**config.mk**
```make
export PLATFORM = sky130hd
export DESIGN_NAME = exec_alu_muldiv
export DESIGN_NICKNAME = d
export VERILOG_FILES = /design/src/rtl/exec_pkg.sv /design/src/rtl/alu_op_decode.sv /design/src/rtl/exec_alu_muldiv.sv
export SDC_FILE = /design/constraint.sdc
export NUM_CORES = 1
export LEC_CHECK = 0
export CELL_PAD_IN_SITES_DETAIL_PLACEMENT = 0
export CELL_PAD_IN_SITES_GLOBAL_PLACEMENT = 2
export CORE_MARGIN = 3
export CORE_UTILIZATION = 37
export DETAILED_ROUTE_END_ITERATION = 10
export PLACE_DENSITY = 0.84
export SYNTH_ARGS = -nofsm -noshare
export SYNTH_HDL_FRONTEND = slang
export SYNTH_SLANG_ARGS = --single-unit
```
**constraint.sdc**
```tcl
create_clock -name clk_i -period 6.7 [get_ports clk_i]
set_input_delay 0.67 -clock clk_i [delete_from_list [all_inputs] [get_ports clk_i]]
set_output_delay 0.67 -clock clk_i [all_outputs]
set_load 0.01 [all_outputs]
```
**src/rtl/exec_pkg.sv**
```systemverilog
// -----------------------------------------------------------------------------
// exec_pkg
// Shared definitions for the execute-stage ALU with iterative multiply/divide.
//   alu_op_e    : decoded operation, produced by alu_op_decode
//   ALUOP_*     : main-control op-class encodings
//   F7_* / F3_* : funct7 / funct3 field values
//   FN_*        : full {funct7, funct3} codes for R-type decode
//   ex_state_e  : execute FSM states
// -----------------------------------------------------------------------------
package exec_pkg;

    typedef enum logic [3:0] {
        OP_NOP  = 4'd0,
        OP_AND  = 4'd1,
        OP_XOR  = 4'd2,
        OP_SLL  = 4'd3,
        OP_ADD  = 4'd4,
        OP_SUB  = 4'd5,
        OP_SRA  = 4'd6,
        OP_MUL  = 4'd7,
        OP_DIV  = 4'd8,
        OP_DIVU = 4'd9,
        OP_REM  = 4'd10,
        OP_REMU = 4'd11
    } alu_op_e;

    localparam logic [1:0] ALUOP_LS = 2'b00;
    localparam logic [1:0] ALUOP_BR = 2'b01;
    localparam logic [1:0] ALUOP_R  = 2'b10;
    localparam logic [1:0] ALUOP_I  = 2'b11;

    localparam logic [6:0] F7_BASE   = 7'b0000000;
    localparam logic [6:0] F7_ALT    = 7'b0100000;
    localparam logic [6:0] F7_MULDIV = 7'b0000001;

    localparam logic [2:0] F3_ADDI = 3'b000;
    localparam logic [2:0] F3_SRAI = 3'b101;

    localparam logic [9:0] FN_ADD  = {F7_BASE,   3'b000};
    localparam logic [9:0] FN_SLL  = {F7_BASE,   3'b001};
    localparam logic [9:0] FN_XOR  = {F7_BASE,   3'b100};
    localparam logic [9:0] FN_AND  = {F7_BASE,   3'b111};
    localparam logic [9:0] FN_SUB  = {F7_ALT,    3'b000};
    localparam logic [9:0] FN_MUL  = {F7_MULDIV, 3'b000};
    localparam logic [9:0] FN_DIV  = {F7_MULDIV, 3'b100};
    localparam logic [9:0] FN_DIVU = {F7_MULDIV, 3'b101};
    localparam logic [9:0] FN_REM  = {F7_MULDIV, 3'b110};
    localparam logic [9:0] FN_REMU = {F7_MULDIV, 3'b111};

    typedef enum logic [1:0] {
        ST_IDLE = 2'd0,
        ST_MUL  = 2'd1,
        ST_DIV  = 2'd2,
        ST_DONE = 2'd3
    } ex_state_e;

    // True for the four operations that go through the divide engine.
    function automatic logic is_div_class(input alu_op_e op);
        return (op == OP_DIV) || (op == OP_DIVU) || (op == OP_REM) || (op == OP_REMU);
    endfunction

endpackage

```
**src/rtl/alu_op_decode.sv**
```systemverilog
// -----------------------------------------------------------------------------
// alu_op_decode
// Combinational ALU-control decode: main-control op class plus funct field
// into a single alu_op_e.
//   ALUOp_i : op class from main control (LS/BR/R/I)
//   funct_i : {funct7, funct3}
//   op      : decoded operation (OP_NOP for anything unrecognised)
// -----------------------------------------------------------------------------
module alu_op_decode
    import exec_pkg::*;
(
    input  logic [1:0] ALUOp_i,
    input  logic [9:0] funct_i,
    output alu_op_e    op
);

    always_comb begin
        op = OP_NOP;
        case (ALUOp_i)
            ALUOP_LS: op = OP_ADD;
            ALUOP_BR: op = OP_SUB;
            ALUOP_I: begin
                // Immediate forms only look at funct3; funct7 bits carry
                // immediate/shamt-high data and are not decoded here.
                case (funct_i[2:0])
                    F3_ADDI: op = OP_ADD;
                    F3_SRAI: op = OP_SRA;
                    default: op = OP_NOP;
                endcase
            end
            ALUOP_R: begin
                case (funct_i)
                    FN_AND:  op = OP_AND;
                    FN_XOR:  op = OP_XOR;
                    FN_SLL:  op = OP_SLL;
                    FN_ADD:  op = OP_ADD;
                    FN_SUB:  op = OP_SUB;
                    FN_MUL:  op = OP_MUL;
                    FN_DIV:  op = OP_DIV;
                    FN_DIVU: op = OP_DIVU;
                    FN_REM:  op = OP_REM;
                    FN_REMU: op = OP_REMU;
                    default: op = OP_NOP;
                endcase
            end
            default: op = OP_NOP;
        endcase
    end

endmodule

```
**src/rtl/exec_alu_muldiv.sv**
```systemverilog
// -----------------------------------------------------------------------------
// exec_alu_muldiv
// EX-stage ALU: single-cycle simple ops, iterative shift-add multiply and
// restoring divide (one bit per cycle), with pipeline stall via ready_o.
//
// Handshake: an operation is accepted on a rising edge where
// valid_i & ready_o & !flush_i. ready_o is high only in IDLE. valid_o pulses
// for exactly one cycle with result_o; result_o holds its value otherwise.
// flush_i returns the unit to IDLE next cycle without producing a result.
//
// Ports:
//   clk_i, rst_i (async, active-high)
//   valid_i, ALUOp_i, funct_i, src1_i, src2_i : operation offer
//   flush_i     : abort in-flight op / block a same-cycle offer
//   ready_o     : unit can accept
//   valid_o     : result_o valid (one-cycle pulse)
//   result_o    : registered result
//   zero_o      : result_o == 0
//   dbg_state_o : current FSM state, for observation only
// -----------------------------------------------------------------------------
module exec_alu_muldiv
    import exec_pkg::*;
#(
    parameter int XLEN = 32,
    parameter int SHW  = $clog2(XLEN)
) (
    input  logic            clk_i,
    input  logic            rst_i,
    input  logic            valid_i,
    input  logic [1:0]      ALUOp_i,
    input  logic [9:0]      funct_i,
    input  logic [XLEN-1:0] src1_i,
    input  logic [XLEN-1:0] src2_i,
    input  logic            flush_i,
    output logic            ready_o,
    output logic            valid_o,
    output logic [XLEN-1:0] result_o,
    output logic            zero_o,
    output ex_state_e       dbg_state_o
);

    localparam logic [XLEN-1:0] MIN_VAL = {1'b1, {(XLEN-1){1'b0}}};
    localparam logic [SHW-1:0]  CNT_TOP = SHW'(XLEN - 1);

    ex_state_e       state;
    logic [SHW-1:0]  count;
    // a_q: multiplicand (MUL) / dividend shifting into quotient (DIV)
    // b_q: multiplier (MUL)   / divisor magnitude (DIV)
    // acc_q: product accumulator (MUL) / partial remainder (DIV)
    logic [XLEN-1:0] a_q;
    logic [XLEN-1:0] b_q;
    logic [XLEN-1:0] acc_q;
    logic            neg_quot_q;
    logic            neg_rem_q;
    logic            want_rem_q;

    alu_op_e dec_op;

    alu_op_decode u_decode (
        .ALUOp_i (ALUOp_i),
        .funct_i (funct_i),
        .op      (dec_op)
    );

    // ---------------- single-cycle datapath ----------------
    logic [XLEN-1:0] simple_res;
    always_comb begin
        simple_res = '0;
        case (dec_op)
            OP_AND:  simple_res = src1_i & src2_i;
            OP_XOR:  simple_res = src1_i ^ src2_i;
            OP_SLL:  simple_res = src1_i << src2_i[SHW-1:0];
            OP_ADD:  simple_res = src1_i + src2_i;
            OP_SUB:  simple_res = src1_i - src2_i;
            OP_SRA:  simple_res = $signed(src1_i) >>> src2_i[SHW-1:0];
            default: simple_res = '0;
        endcase
    end

    // ---------------- divide setup / special cases ----------------
    logic            div_op;
    logic            signed_div;
    logic            div_zero;
    logic            div_ovf;
    logic            s1_neg;
    logic            s2_neg;
    logic [XLEN-1:0] a_mag;
    logic [XLEN-1:0] b_mag;
    logic [XLEN-1:0] special_res;

    always_comb begin
        div_op     = is_div_class(dec_op);
        signed_div = (dec_op == OP_DIV) || (dec_op == OP_REM);
        div_zero   = (src2_i == '0);
        div_ovf    = signed_div && (src1_i == MIN_VAL) && (src2_i == '1);
        s1_neg     = signed_div && src1_i[XLEN-1];
        s2_neg     = signed_div && src2_i[XLEN-1];
        a_mag      = s1_neg ? ('0 - src1_i) : src1_i;
        b_mag      = s2_neg ? ('0 - src2_i) : src2_i;
        special_res = '0;
        if (div_zero) begin
            special_res = ((dec_op == OP_DIV) || (dec_op == OP_DIVU)) ? '1 : src1_i;
        end else if (div_ovf) begin
            special_res = (dec_op == OP_DIV) ? src1_i : '0;
        end
    end

    // ---------------- iteration steps ----------------
    logic [XLEN-1:0] mul_acc_next;
    logic [XLEN:0]   r_shift;
    logic [XLEN:0]   r_sub;
    logic            r_ge;
    logic [XLEN-1:0] rem_next;
    logic [XLEN-1:0] quo_next;
    logic [XLEN-1:0] quo_fix;
    logic [XLEN-1:0] rem_fix;

    always_comb begin
        mul_acc_next = acc_q + (b_q[0] ? a_q : '0);
        // Restoring step: bring in the next dividend bit, try subtracting.
        r_shift  = {acc_q, a_q[XLEN-1]};
        r_sub    = r_shift - {1'b0, b_q};
        r_ge     = ~r_sub[XLEN];
        rem_next = r_ge ? r_sub[XLEN-1:0] : r_shift[XLEN-1:0];
        quo_next = {a_q[XLEN-2:0], r_ge};
        quo_fix  = neg_quot_q ? ('0 - quo_next) : quo_next;
        rem_fix  = neg_rem_q  ? ('0 - rem_next) : rem_next;
    end

    // ---------------- FSM ----------------
    always_ff @(posedge clk_i or posedge rst_i) begin
        if (rst_i) begin
            state      <= ST_IDLE;
            ready_o    <= 1'b1;
            valid_o    <= 1'b0;
            result_o   <= '0;
            count      <= '0;
            a_q        <= '0;
            b_q        <= '0;
            acc_q      <= '0;
            neg_quot_q <= 1'b0;
            neg_rem_q  <= 1'b0;
            want_rem_q <= 1'b0;
        end else if (flush_i) begin
            state   <= ST_IDLE;
            ready_o <= 1'b1;
            valid_o <= 1'b0;
        end else begin
            case (state)
                ST_IDLE: begin
                    valid_o <= 1'b0;
                    if (valid_i && ready_o) begin
                        ready_o <= 1'b0;
                        if (dec_op == OP_MUL) begin
                            state <= ST_MUL;
                            a_q   <= src1_i;
                            b_q   <= src2_i;
                            acc_q <= '0;
                            count <= CNT_TOP;
                        end else if (div_op && !div_zero && !div_ovf) begin
                            state      <= ST_DIV;
                            a_q        <= a_mag;
                            b_q        <= b_mag;
                            acc_q      <= '0;
                            neg_quot_q <= s1_neg ^ s2_neg;
                            neg_rem_q  <= s1_neg;
                            want_rem_q <= (dec_op == OP_REM) || (dec_op == OP_REMU);
                            count      <= CNT_TOP;
                        end else begin
                            state    <= ST_DONE;
                            valid_o  <= 1'b1;
                            result_o <= div_op ? special_res : simple_res;
                        end
                    end
                end
                ST_MUL: begin
                    acc_q <= mul_acc_next;
                    a_q   <= a_q << 1;
                    b_q   <= b_q >> 1;
                    if (count == '0) begin
                        state    <= ST_DONE;
                        valid_o  <= 1'b1;
                        result_o <= mul_acc_next;
                    end else begin
                        count <= count - 1'b1;
                    end
                end
                ST_DIV: begin
                    acc_q <= rem_next;
                    a_q   <= quo_next;
                    if (count == '0) begin
                        state    <= ST_DONE;
                        valid_o  <= 1'b1;
                        result_o <= want_rem_q ? rem_fix : quo_fix;
                    end else begin
                        count <= count - 1'b1;
                    end
                end
                ST_DONE: begin
                    state   <= ST_IDLE;
                    valid_o <= 1'b0;
                    ready_o <= 1'b1;
                end
                default: begin
                    state   <= ST_IDLE;
                    valid_o <= 1'b0;
                    ready_o <= 1'b1;
                end
            endcase
        end
    end

    assign zero_o      = (result_o == '0);
    assign dbg_state_o = state;

endmodule

```
After elaboration in Yosys (flattened, before gate mapping)
Cells that the tools add are included.
{"block": "word_totals", "register_bits": 140, "in_bits": 80, "out_inout_bits": 37, "elab_cells": 153}
{"block": "op_classes", "addsub": 9, "n_eq_ne": 38, "shift": 2, "mux": 54, "n_bitwise": 6, "reduce_logical": 33}
{"op": "32-bit 2-to-1 mux", "count": 26}
{"op": "32-bit case mux with 3 select lines", "count": 3}
{"op": "32-bit case mux with 6 select lines", "count": 1}
{"op": "1-bit by 32-bit subtractor with 32-bit output (first input constant)", "count": 4}
{"op": "32-bit adder", "count": 2}
{"op": "32-bit equality test (second input constant)", "count": 2}
{"op": "32-bit logical NOT", "count": 2}
{"op": "32-bit case mux with 2 select lines", "count": 1}
{"op": "10-bit by 4-bit equality test with 1-bit output (second input constant)", "count": 5}
{"op": "4-bit case mux with 10 select lines", "count": 1}
{"op": "33-bit by 32-bit subtractor with 33-bit output", "count": 1}
{"op": "32-bit AND", "count": 1}
{"op": "32-bit by 5-bit << shifter with 32-bit output", "count": 1}
{"op": "32-bit by 5-bit >>> shifter with 32-bit output", "count": 1}
{"op": "32-bit subtractor", "count": 1}
{"op": "32-bit bitwise XOR", "count": 1}
{"op": "10-bit by 3-bit equality test with 1-bit output (second input constant)", "count": 2}
{"op": "5-bit 2-to-1 mux", "count": 4}
{"op": "4-bit by 3-bit equality test with 1-bit output (second input constant)", "count": 4}
{"op": "4-bit equality test (second input constant)", "count": 4}
{"op": "4-bit case mux with 4 select lines", "count": 1}
{"op": "2-bit inequality test (second input constant)", "count": 6}
{"op": "10-bit by 1-bit equality test with 1-bit output (second input constant)", "count": 1}
{"op": "10-bit by 9-bit equality test with 1-bit output (second input constant)", "count": 1}
{"op": "31 further kinds", "count": 66}

Logic depth before layout (Yosys ltp)
Gate-level depths: netlist (run 1).
{"block": "logic_depth", "word_depth": 14, "mapped_depth": 26, "ltp_nobuf": 23}

Modules after synthesis
Synthesis (run 1) repeated with hierarchy kept, for this count alone.
{"block": "unflattened", "hier_cells": 2886, "area_unflattened_um2": 20953.8}
{"mod": "exec_alu_muldiv", "n_inst": 1, "cells_per_inst": 2856, "area_per_inst_um2": 20738.6, "seq_area_each_um2": 3504.6}
{"mod": "alu_op_decode", "n_inst": 1, "cells_per_inst": 30, "area_per_inst_um2": 215.2, "seq_area_each_um2": 0.0}

Worst setup path after synthesis (run 1)
OpenSTA, ideal clock, no wires.
{"block": "synth_path", "path_kind": "input to register", "start": "input funct_i[4]", "end": "register result_o[28]", "setup_time_ps": 69, "arrival_time_ps": 5406, "required_ps": 6631, "setup_slack_ps": 1226, "path_stages": 21, "n_path_buf": 3, "path_cell_list": "or4_1 > nor3_1 > a41o_1 > clkbuf_1 > nor2b_1 > clkbuf_1 > nand2_1 > clkbuf_1 > a21oi_1 > fa_1 > a211o_1 > o211ai_1 > o21ai_0 > o22ai_1 > a31oi_1 > nor2_1 > o31ai_1 > o311a_1 > nor4_1 > mux2i_1 > nand3_1"}
{"block": "synth_via", "elab_chain_cells": 14, "elab_cells_between_ends": 45, "cone_classes": "eq/ne (22); mux (12); reduce/logical (11)"}
{"item": "start, declared", "line": "exec_alu_muldiv.sv:31", "rtl": "input logic [9:0] funct_i,"}
{"item": "10-bit by 4-bit equality test with 1-bit output (tied with other cells)", "line": "alu_op_decode.sv:32", "rtl": "case (funct_i)"}
{"item": "4-bit case mux with 10 select lines *", "line": "alu_op_decode.sv:32"}
{"item": "4-bit case mux with 4 select lines *", "line": "alu_op_decode.sv:19", "rtl": "case (ALUOp_i)"}
{"item": "4-bit equality test, on equally long branches"}
{"item": "1-bit logical OR", "line": "exec_alu_muldiv.sv:93", "rtl": "signed_div = (dec_op == OP_DIV) || (dec_op == OP_REM);"}
{"item": "1-bit logical AND (2 in a row)", "line": "exec_alu_muldiv.sv:95", "rtl": "div_ovf = signed_div && (src1_i == MIN_VAL) && (src2_i == '1);"}
{"item": "32-bit 2-to-1 mux", "line": "exec_alu_muldiv.sv:103", "rtl": "end else if (div_ovf) begin"}
{"item": "32-bit 2-to-1 mux", "line": "exec_alu_muldiv.sv:101", "rtl": "if (div_zero) begin"}
{"item": "32-bit 2-to-1 mux", "line": "exec_alu_muldiv.sv:172", "rtl": "result_o <= div_op ? special_res : simple_res;"}
{"item": "32-bit 2-to-1 mux", "line": "exec_alu_muldiv.sv:160", "rtl": "end else if (div_op && !div_zero && !div_ovf) begin"}
{"item": "32-bit 2-to-1 mux", "line": "exec_alu_muldiv.sv:154", "rtl": "if (dec_op == OP_MUL) begin"}
{"item": "32-bit 2-to-1 mux", "line": "exec_alu_muldiv.sv:152", "rtl": "if (valid_i && ready_o) begin"}
{"item": "32-bit case mux with 3 select lines", "line": "exec_alu_muldiv.sv:149", "rtl": "case (state)"}
{"item": "end signal, assigned", "line": "exec_alu_muldiv.sv:172"}
{"item": "end signal, assigned", "line": "exec_alu_muldiv.sv:183", "rtl": "result_o <= mul_acc_next;"}
{"item": "end signal, assigned", "line": "exec_alu_muldiv.sv:194", "rtl": "result_o <= want_rem_q ? rem_fix : quo_fix;"}
{"item": "end, declared", "line": "exec_alu_muldiv.sv:37", "rtl": "output logic [XLEN-1:0] result_o,"}
Mark *: on every way between the ends. The rest lies on a longest branch, timed or not. The select of a mux whose other input is x is not followed.
A chain may end at the register's enable or synchronous reset.

Final worst setup path (run 1)
{"block": "layout_path", "start": "input funct_i[3]", "end": "register result_o[28]"}
Same word-level chain as after synthesis.

==> results of run 1 <==
[metal layers]
metal / GRT usage, % / vias to the layer above / share of wire [%]
met5: 0 / - / 0.012
li1: - / 10637 / -
met4: 21.59 / 2 / 7.1
met2: 52.92 / 1388 / 41
met1: 49.02 / 11564 / 42
met3: 7.759 / 315 / 9.6
[final cells by class]
type / count / area, sq um
diodes: 3 / 7.507
clock buffers: 19 / 442.9
clock inverters: 13 / 116.4
fillers: 5810 / 31860
inverters: 87 / 331.6
multi-input cells: 2430 / 16370
flip-flops and latches: 140 / 3505
well taps: 748 / 935.9
repair buffers: 223 / 1957
[sequential cells by signal, summed over array words and instances, names as in the netlist]
name         count
a_q             32
acc_q           32
b_q             32
result_o        32
count            5
dbg_state_o      2
neg_quot_q       1
neg_rem_q        1
ready_o          1
valid_o          1
want_rem_q       1
[report_power, final]
part	internal, mW	switching, mW
Sequential	1.16	0.536
Combinational	2.39	4.36
Clock	0.522	0.451
Total	4.07	5.35
[logic make-up (layout without fill, tap and decap cells)]
group | count (synthesis) | in the layout | synth area share (%)
AOI/OAI and AO/OA | 946 | 946 | 29.24
xor gates and xnor gates | 216 | 216 | 9.072
adders and majority gates | 143 | 143 | 8.654
buffers and inverters | 294 | 342 | 5.397
DFF | 140 | 140 | 16.74
muxes | 128 | 128 | 8.893
other | 0 | 3 | 0
and+or+nand+nor | 997 | 997 | 22.01
[cell usage in the layout, fill, tap and decap left out, drive strengths merged, types with 13 or more instances in the layout]
cell type / instances
buf: 112
mux4: 45
dfrtp: 139
and2: 37
o41ai: 16
nand3: 60
nor2: 265
nand2b: 30
xnor2: 118
nand4: 26
o211ai: 39
a22oi: 47
inv: 88
xor2: 98
a211oi: 25
a21o: 44
nor3: 60
a221oi: 39
nor4: 26
a31oi: 23
or3: 26
ha: 140
or4: 25
nor2b: 16
a21oi: 203
o21a: 21
clkdlybuf4s50: 111
o31ai: 41
mux2i: 72
o22ai: 15
nand2: 370
clkbuf: 19
a22o: 13
o21ai: 300
and3: 17
[worst paths after layout]
kind | start | to | slack [ns]
max in group asynchronous | rst_i | dbg_state_o[1] | 4.56
hold / removal | result_o[8] | result_o[8] | 0.52
setup reg to reg | a_q[31] | result_o[31] | 1.25
setup / recovery | funct_i[3] | result_o[28] | 1.06
min in group asynchronous | rst_i | acc_q[22] | 0.73
hold reg to reg | result_o[8] | result_o[8] | 0.52
[per-stage QoR]
step	cell area, sq um	std cells	power [mW]	utilization (%)	worst slack [ns]
floorplan	20940	2864	5.712	-	1.226
global placement	23100	3628	8.209	41.60	0.7478
detailed placement	23100	3628	8.221	41.60	0.7085
CTS	23660	3660	9.239	42.60	1.167
global route	23660	3660	9.982	42.60	0.5962
finish	23660	3663	9.420	42.62	1.061
[worst max-delay path, delay by kind of cell]
| family | cells | cell delay (ns) |
|---|---|---|
| AO/OA/AOI/OAI | 10 | 2.76 |
| AND/OR/NAND/NOR | 6 | 1.44 |
| buffers and inverters | 1 | 0.57 |
| adder cells (fa/ha/maj) | 1 | 0.49 |
| multiplexers | 1 | 0.12 |
==> reports/results.tsv, run 1 <==
stage	metric	value	unit
status	outcome	complete, no violations	
routing	vias after detailed routing	23906	
timing	min Tclk post-route	5.639	ns
final_layout	ratio of cells with drive above 1 in the final layout	8.413	%
yosys	fraction of registers with async set/reset	100.0	%
cts	CTS tree	done	
pwr	Pwr Density	398.1	mW/mm^2
cts	cts hold-fix bufs	0	
grt	vias in the first global route	22694	
cts	H-tree Lvls	4	
cts	CTS-repair resized insts	0	
yosys	most numerous cell in the Yosys netlist	nand2_1	
critical_path	Crit Path Max Fanout	9	
critical_path	Worst Reg-to-Reg Cells	17	
die	Die X	243.9	um
yosys	post-synth top area cell	dfrtp_1	
die	Initial Utilization	37.71	%
timing	Post-Route Setup TNS	0	ns
yosys	sequential fraction of the synthesis area	16.74	%
grt	largest net degree at the start of global routing	84	
yosys	synth unique cells	92	
critical_path	WS Path Type	in -> reg	
routing	wire per inst	30.04	um
yosys	Post-synth EDFFs	0	
grt	first-pass GRT wire length	159300	um
placed_design	Detail Placement HPWL	84520	um
routing	DR vias/cell	6.526	
die	# rows	86	
routing	DRT Pass-1 Iters	6	
yosys	Mapped Area	0.02094	sq mm
die	Die Footprint	0.05947	sq mm
routing	First DRT Iteration DRCs	3214	
critical_path	ordered cell list for the critical path	clkdlybuf4s50_1 -> a2111oi_0 -> a21o_1 -> nor2b_2 -> nand2_1 -> nor2_1 -> a21oi_1 -> fa_1 -> a211o_1 -> o211ai_1 -> o21ai_0 -> o22ai_1 -> a31oi_1 -> nor2_1 -> o31ai_1 -> o311a_1 -> nor4_1 -> mux2i_1 -> nand3_1	
yosys	Post-synth top cells	370 x nand2_1, 296 x o21ai_0, 264 x nor2_1	
timing	Fmax	0.1773	GHz
routing	final wirelength	110100	um
yosys	Area contributors post-synth	dfrtp_1 17%, ha_1 8.4%, o21ai_0 7.1%	
yosys	Synth warnings	0	
cts	postcts setup bufs	0	
yosys	ys flop type	dfrtp_1	
yosys	Syn Inst Count	2864	
yosys	#FFs+latches synth	140	
final_layout	P&R area growth vs syn	13.03	%
critical_path	Slowest Stage Delay on Critical Path	0.69	ns
critical_path	crit path max-delay cell type	a2111oi_0	
die	IO Count	117	
hold_path	hold path depth	2	
timing	WHS	0.5152	ns
routing	Post-DRT Antenna Nets	0	
cts	clock latency at the later pin of the worst-skew pair	0.49	ns
cts	CTS clk-pin slew, worst paths	0.08	ns
grt	grt ovf	0	
cts	Num CTS Buffers	17	
yosys	Syn Area/Cell	7.310	sq um
final_layout	Nets	3122	
die	core area	0.05552	sq mm
pwr	VDD IR max	0.0002339	V
timing	Slew HR	11.66	%
cts	CTS Sinks	140	
critical_path	CP Launch Type	primary input	
cts	CTS Root Cell	clkbuf_16	
routing	number of remaining DRC errors	0	
hold_path	HP Class	reg -> reg	
yosys	top-area cell type share of the netlist area	16.61	%
grt	GRT Total Usage	36.27	%
pwr	LEAKAGE	9.708	nW
timing	worst slew pin tran	1.311	ns
placed_design	Placer Congestion	1.017	
timing	endpoints failing setup	0	
die	Die H	243.9	um
grt	initial antenna violation count	2	
timing	RSZ-0062 raised after global routing	no	
critical_path	CP Capture Type	flip-flop	
critical_path	most used cell along the critical path	nor2_1	
timing	fin crit share	84.17	%
cts	clock tree buffer depth	2	
critical_path	Arr. time, crit path	6.06	ns
run	Max Cap Viol	0	
critical_path	Critical Path RT	7.12	ns
yosys	synthesized net count	3087	
timing	Setup Skew	0.01548	ns
timing	max-slew violation count	0	
timing	final hold viol count	0	
placed_design	IO buf count	116	
No activity file was read; power rests on OpenSTA's default activity.
==> run 2, diff against run 1 <==
==> constraint.sdc (replaced) <==
create_clock -name clk_i -period 5.8 [get_ports clk_i]
set_input_delay 0.58 -clock clk_i [delete_from_list [all_inputs] [get_ports clk_i]]
set_output_delay 0.58 -clock clk_i [all_outputs]
set_load 0.01 [all_outputs]
==> run 2 against run 1 <==
Effect of this change:
- global-route usage increased by 0.66 points
- die area stayed put
- critical path type unchanged
- largest cell class unchanged
- hold slack hardly changed
==> reports/results.tsv, run 2 (synthesis gave the netlist of run 1 again) <==
stage	metric	value	unit
cts	H-tree Lvls	4	
critical_path	Crit Path Max Fanout	8	
pwr	LEAKAGE	10.26	nW
timing	Setup Skew	0.02317	ns
routing	First DRT Iteration DRCs	2950	
routing	DRT Pass-1 Iters	8	
critical_path	Arr. time, crit path	5.80	ns
status	outcome	complete, no violations	
pwr	power share of the combinational group	72.4	%
die	core area	0.05552	sq mm
run	Max Cap Viol	0	
final_layout	# fillers	5845	
timing	final hold viol count	0	
critical_path	reg-to-reg endpoint	result_o[16]	
routing	number of remaining DRC errors	0	
grt	vias in the first global route	22994	
timing	worst slew pin tran	1.150	ns
final_layout	ratio of cells with drive above 1 in the final layout	11.78	%
timing	fin crit share	92.73	%
routing	vias after detailed routing	24449	
routing	Post-DRT Antenna Nets	0	
die	Die Footprint	0.05947	sq mm
pwr	Switching Fraction	55.57	%
routing	wire per inst	29.77	um
timing	min Tclk post-route	5.378	ns
grt	largest net degree at the start of global routing	93	
die	IO Count	117	
critical_path	CP Capture Type	flip-flop	
cts	Num CTS Buffers	17	
critical_path	Worst R2R Start	a_q[31]	
pwr	Psw	6.319	mW
final_layout	most frequent cells in the layout	370 x nand2_1, 296 x o21ai_0, 263 x nor2_1	
pwr	Seq pwr share	17.2	%
cts	cts hold-fix bufs	0	
cts	clock tree buffer depth	2	
cts	clock latency at the later pin of the worst-skew pair	0.49	ns
cts	CTS Sinks	140	
cts	CTS Root Cell	clkbuf_16	
pwr	VDD IR max	0.0002588	V
routing	DR vias/cell	6.477	
final_layout	most common cell after layout, fill and taps aside	nand2_1	
cts	postcts setup bufs	0	
die	# rows	86	
cts	CTS-repair resized insts	0	
placed_design	IO buf count	116	
cts	CTS tree	done	
final_layout	Nets	3233	
placed_design	Detail Placement HPWL	88290	um
grt	GRT Total Usage	36.93	%
pwr	clock power share	10.4	%
timing	Slew HR	22.29	%
routing	final wirelength	112400	um
critical_path	Worst Reg-to-Reg Cells	23	
grt	initial antenna violation count	9	
die	Initial Utilization	37.71	%
final_layout	P&R area growth vs syn	17.29	%
critical_path	worst reg2reg setup slack	0.65	ns
grt	grt ovf	0	
timing	endpoints failing setup	0	
critical_path	WS Path Type	in -> reg	
die	Die H	243.9	um
timing	max-slew violation count	0	
die	Die X	243.9	um
critical_path	CP Launch Type	primary input	
timing	Fmax	0.1859	GHz
hold_path	hold path depth	1	
hold_path	HP Class	reg -> reg	
timing	RSZ-0062 raised after global routing	no	
hold_path	hold path endpoint	neg_quot_q	
pwr	P_int	5.052	mW
timing	Post-Route Setup TNS	0	ns
final_layout	fin util	44.22	%
grt	first-pass GRT wire length	161900	um
cts	CTS clk-pin slew, worst paths	0.08	ns
pwr	Pwr Density	463.1	mW/mm^2
hold_path	hold_sp	neg_quot_q	
critical_path	Critical Path RT	6.22	ns
placed_design	Placer Congestion	1.012	
run 2: area by class of cell:
cell class	count	area [sq um]	area share, %
Inverter	87	331.6	1.350
Clock inverter	14	160.2	0.6522
Timing Repair Buffer	334	2815	11.46
Antenna cell	4	10.01	0.04076
Tap cell	748	935.9	3.811
Clock buffer	18	429.2	1.748
Multi-Input combinational cell	2430	16370	66.66
Sequential cell	140	3505	14.27
run 2: worst max path at each step:
| stage | start | endpoint | slack, ns | cells past startpoint |
|---|---|---|---|---|
| final | funct_i[0] | result_o[26] | 0.42 | 22 |
| after global routing | funct_i[0] | result_o[26] | 0.02 | 19 |
| after CTS | funct_i[0] | result_o[26] | 0.52 | 21 |
| after detailed placement | funct_i[4] | result_o[26] | 0.02 | 23 |
| after global placement | funct_i[4] | result_o[18] | 0.16 | 21 |
| after floorplan | a_q[31] | result_o[30] | 0.39 | 24 |
run 2: metal layers:
layer	GRT usage (%)	part of all wire, %
met5	0	0.030
met4	21.65	6.9
met1	49.57	42
met2	53.84	41
met3	8.706	10
run 2: power by group through the flow:
stage / Combinational (mW) / Clock (mW) / Sequential (mW)
after floorplan: 4.93 / 0 / 1.67
after global placement: 7.97 / 0 / 1.93
after detailed placement: 7.98 / 0 / 1.93
after CTS: 8.04 / 1.20 / 1.91
after global routing: 8.80 / 1.24 / 1.96
final: 8.23 / 1.18 / 1.95
run 2: worst max-delay path, cell delays in order:
cell and delay (ns):
clkdlybuf4s50_1 0.61, or3b_2 0.48, o211ai_1 0.12, a41o_1 0.28
nor2b_2 0.07, nand2_1 0.29, buf_12 0.16, nand2_1 0.06
xor2_1 0.14, ha_1 0.32, and3_1 0.19, nand3_1 0.08
o21ai_0 0.36, o22ai_1 0.20, a31oi_1 0.36, nor2_1 0.20
buf_4 0.18, o21bai_1 0.20, a31oi_1 0.13, a2111oi_0 0.49
o21ai_0 0.14, o21ai_0 0.15
run 2: per-stage QoR:
stage | hold slack (ns) | setup slack, ns | std cells | cell area [sq um] | total power [mW]
2_1_floorplan | 0.4920 | 0.3944 | 2864 | 20940 | 6.599
3_3_place_gp | 0.4915 | 0.1574 | 3739 | 23950 | 9.896
3_5_place_dp | 0.5023 | 0.01906 | 3739 | 23950 | 9.908
4_1_cts | 0.5209 | 0.5184 | 3771 | 24540 | 11.15
5_1_grt | 0.5430 | 0.01984 | 3771 | 24540 | 12.01
6_report | 0.5148 | 0.4217 | 3775 | 24550 | 11.37
